$ cat src/rtl/tdm_pkg.sv
// Shared types and constants for the 4-slot TDM receive path.
package tdm_pkg;

  localparam int unsigned N_SLOTS = 4;

  typedef logic [1:0] slot_t;

  typedef enum logic [0:0] {
    HUNT   = 1'b0,
    LOCKED = 1'b1
  } state_t;

endpackage

$ cat src/rtl/decoder_2to4.sv
// Slot counter to one-hot staging write enables, gated by a global enable.
module decoder_2to4
  import tdm_pkg::*;
(
  input  slot_t              slot_i,
  input  logic               en_i,
  output logic [N_SLOTS-1:0] we_o
);

  always_comb begin
    we_o = '0;
    if (en_i) begin
      unique case (slot_i)
        2'd0: we_o = 4'b0001;
        2'd1: we_o = 4'b0010;
        2'd2: we_o = 4'b0100;
        default: we_o = 4'b1000;
      endcase
    end
  end

endmodule

$ cat src/rtl/tdm_demux4.sv
// Receive end of a 4:1 TDM stream: hunts for a sync-marked sample, then assembles
// four valid samples per frame and presents them on out00..out03 with a valid pulse.
module tdm_demux4
  import tdm_pkg::*;
#(
  parameter int unsigned N = 5
) (
  input  logic         clk,
  input  logic         rst,
  input  logic         in_valid,
  input  logic         sync,
  input  logic [N-1:0] in,
  output logic [N-1:0] out00,
  output logic [N-1:0] out01,
  output logic [N-1:0] out02,
  output logic [N-1:0] out03,
  output logic         out_valid,
  output logic         sync_err,
  output logic         locked
);

  state_t             state_q, state_d;
  slot_t              slot_q, slot_d;
  slot_t              wr_slot;
  logic               cap_en;
  logic               sync_err_d;
  logic [N_SLOTS-1:0] we;
  logic [N-1:0]       stage_q [N_SLOTS-1];
  logic [N-1:0]       out_q   [N_SLOTS];
  logic               out_valid_q;
  logic               sync_err_q;

  // A valid sync always restarts the frame at slot 0, whatever state we are in.
  always_comb begin
    cap_en     = in_valid && ((state_q == LOCKED) || sync);
    wr_slot    = (in_valid && sync) ? 2'd0 : slot_q;
    sync_err_d = in_valid && sync && (state_q == LOCKED) && (slot_q != 2'd0);
    slot_d     = cap_en ? slot_t'(wr_slot + 2'd1) : slot_q;
    state_d    = cap_en ? LOCKED : state_q;
  end

  decoder_2to4 u_decoder (
    .slot_i (wr_slot),
    .en_i   (cap_en),
    .we_o   (we)
  );

  always_ff @(posedge clk or posedge rst) begin
    if (rst) begin
      state_q     <= HUNT;
      slot_q      <= 2'd0;
      out_valid_q <= 1'b0;
      sync_err_q  <= 1'b0;
      for (int unsigned i = 0; i < N_SLOTS - 1; i++) stage_q[i] <= '0;
      for (int unsigned i = 0; i < N_SLOTS; i++) out_q[i] <= '0;
    end else begin
      state_q     <= state_d;
      slot_q      <= slot_d;
      out_valid_q <= we[N_SLOTS-1];
      sync_err_q  <= sync_err_d;
      for (int unsigned i = 0; i < N_SLOTS - 1; i++) begin
        if (we[i]) stage_q[i] <= in;
      end
      // Slot 3 is never staged: it goes straight to the output bank with slots 0..2.
      if (we[N_SLOTS-1]) begin
        for (int unsigned i = 0; i < N_SLOTS - 1; i++) out_q[i] <= stage_q[i];
        out_q[N_SLOTS-1] <= in;
      end
    end
  end

  assign out00     = out_q[0];
  assign out01     = out_q[1];
  assign out02     = out_q[2];
  assign out03     = out_q[3];
  assign out_valid = out_valid_q;
  assign sync_err  = sync_err_q;
  assign locked    = (state_q == LOCKED);

endmodule
$ cat config.mk
export PLATFORM = sky130hd
export DESIGN_NAME = tdm_demux4
export DESIGN_NICKNAME = d
export VERILOG_FILES = /design/src/rtl/tdm_pkg.sv /design/src/rtl/decoder_2to4.sv /design/src/rtl/tdm_demux4.sv
export SDC_FILE = /design/constraint.sdc
export NUM_CORES = 1
export LEC_CHECK = 0
export CAP_MARGIN = 20
export CORE_UTILIZATION = 50
export DETAILED_ROUTE_END_ITERATION = 7
export PLACE_DENSITY_LB_ADDON = 0.25
export SLEW_MARGIN = 15
export SYNTH_ARGS = -nofsm -noshare
export SYNTH_HDL_FRONTEND = slang
export SYNTH_SLANG_ARGS = --single-unit
export TNS_END_PERCENT = 30
$ cat constraint.sdc
create_clock -name clk -period 2.2 [get_ports clk]
set_clock_uncertainty 0.2 [all_clocks]
set_input_delay 0.66 -clock clk [delete_from_list [all_inputs] [get_ports clk]]
set_output_delay 0.66 -clock clk [all_outputs]
set_load 0.03 [all_outputs]
==> out/qor.yml, run 1 <==
ys_types: 14
crit_path_start_kind: "flip-flop"
num_rows: 20
synth_seq_cells: 40
grt_use_total_pct: 20.0
vias_per_cell: 4.95
path_cells: "dlygate4sd2_1"
vias: 951
synth-seq-area-share_pct: 62.8
core_um2: 3030
setup-tns-final_ns: 0
r2r_start: "slot_q[0]"
first_pass_iters: 3
leakage_nw: 1.05
syn_inst: 97
nets: 159
syn_avg_cell_area_um2: 16.4
r2r.worst_path.cells: 6
max_stage_delay_ns: 0.47
antenna_found_initial: 0
powerDensity_nw_per_um2: 1300
die_h_um: 58.4
cp_num_buf_inv: 1
place_hpwl_mm: 2.04
layout_setup_ws_ns: 0.103
place_area_um2: 2060
min-delay-start: "out00[4]"
htree_levels: 2
min_path_type: "flip-flop to flip-flop"
period_needed_ns: 2.10
critPathRequiredTime_ns: 1.34
dp_cells: 182
finalHoldViolCount: 0
antenna_left: 0
yosysWarnings: 0
final_util_pct: 71.2
postCtsHoldBufs: 0
clockRootBuffer: "clkbuf_4"
drc_errors: 0
dieArea_um2: 3420
drt_wl_total_mm: 2.96
clk_pin_slew_worst_paths_ns: 0.12
p_total_mw: 2.80
rr_endpoint: "out00[0]"
arrival_ns: 1.24
io_buffers: 31
grt_max_degree: 41
cp_top_family: "flip-flops"
grt_pass1_vias: 989
slew_headroom_pct: 78.5
numCtsBuffers: 5
drv_slew: 0
period_share_pct: 95.3
irDropWorstVdd_mv: 0.728
drive_gt1_share_pct: 45.3
outcome: "finished, final reports clean"
grt_overflow: 0
end_kind: "output port"
stdcell_count: 192
wire_per_inst_um: 15.4
synth_nets: 108
die_w_um: 58.4
maxCapViolCount: 0
n_antenna_cell: 0
holdWs_ns: 0.310
ios: 32
cp_slowest_cell: "dfrtp_1"
gp_congestion: 0.842
r2r_slack_ns: 0.41
grt_pass1_wl_mm: 4.82
hold_depth: 1
clock_sinks: 40
drtIter0Drc: 16
fmax_mhz: 477
final_area_um2: 2150
holdPathEnd: "out00[4]"
cts_tree: "built"
path_max_fanout: 5
initial_core_util_pct: 52.6
tightest_slew_ns: 0.324
clk-insertion-delay-late_ns: 0.34
synthToLayoutAreaGrowth_pct: 35.3
pre_cts_ws_ns: -0.415
rsz0062_at_grt: "false"
cts_buffer_depth: 2
worstSetupPathType: "flip-flop to output port"
synth_area_um2: 1590
setup_violations: 0
-- repair_timing --
action                     4_1_cts  5_1_grt
cloned                           0        2
resized for setup               26        4
pin swaps                        0        2
setup buffers                    0        1
setup endpoints to repair       46       16
-- cell families after synthesis --
family | after synthesis | share of synthesized area (%)
DFF | 40 | 62.8
muxes | 37 | 26.4
and+or+nand+nor | 10 | 5.58
buffers and inverters | 6 | 2.36
AOI/OAI and AO/OA | 2 | 1.26
adders and majority gates | 2 | 1.57
-- Yosys cell counts, drive strengths merged --
master,n,area (um^2)
dfrtp,40,1000
mux2,37,420
nand2,5,21.3
inv,4,15.0
buf,2,22.5
ha,2,25.0
nor3b,2,37.5
nand2b,1,6.26
nand3b,1,20.0
nor2,1,3.75
o21a,1,15.0
o21ai,1,5.00
-- where the power goes --
group | total [mW] | internal [mW] | switching [mW]
combinational | 1.20 | 0.565 | 0.640
sequential | 1.25 | 1.07 | 0.183
clock | 0.341 | 0.118 | 0.223
total | 2.80 | 1.75 | 1.05
-- final cells by class --
cell class | instances | area (um^2)
repair buffers | 46 | 468
multi-input cells | 51 | 569
flip-flops and latches | 40 | 1000
clock buffers | 6 | 41.3
clock inverters | 1 | 5.00
well taps | 44 | 55.1
inverters | 4 | 15.0
fillers | 233 | 873
-- how the worst max path moves through the flow --
stage          startpoint     endpoint  slack [ns]  depth (start not counted)
6_report           locked       locked        0.10                          1
5_1_grt            locked       locked        0.05                          1
4_1_cts          in_valid     out02[1]        0.03                          8
3_5_place_dp         sync  stage_q[13]       -0.41                          7
3_3_place_gp         sync  stage_q[13]       -0.31                          7
2_1_floorplan    in_valid     out00[0]        0.27                          7
-- layout by cell type (no fill, tap or decap), drive strengths merged, types with 2 or more instances in the layout --
cell            n
buf            13
clkbuf          8
clkdlybuf4s50   6
dfrtp          40
dlygate4sd2    24
ha              2
inv             4
mux2           37
nand2           5
nor3b           2
-- layer usage --
layer,global-route usage [%],wire length [um],vias up
li1,-,-,436
met4,12.6,86,0
met1,23.5,1180,485
met5,0,0,-
met2,32.2,1600,22
met3,6.15,97,8
-- sequential cells by signal, summed over array words and instances, names as in the netlist --
signal / cells
out02: 5
out00: 5
locked: 1
stage_q: 15
sync_err: 1
out01: 5
slot_q: 2
out03: 5
out_valid: 1
No activity file was read; power rests on OpenSTA's default activity.
==> inputs of run 2 (changes only) <==
--- a/config.mk
+++ b/config.mk
@@ -5,6 +5,7 @@
 export SDC_FILE = /design/constraint.sdc
 export NUM_CORES = 1
 export LEC_CHECK = 0
+export ABC_CLOCK_PERIOD_IN_PS = 2200
 export CAP_MARGIN = 20
 export CORE_UTILIZATION = 50
 export DETAILED_ROUTE_END_ITERATION = 7
==> results of run 2 <==
Final layout, timing and power as in run 1 (identical DEF).
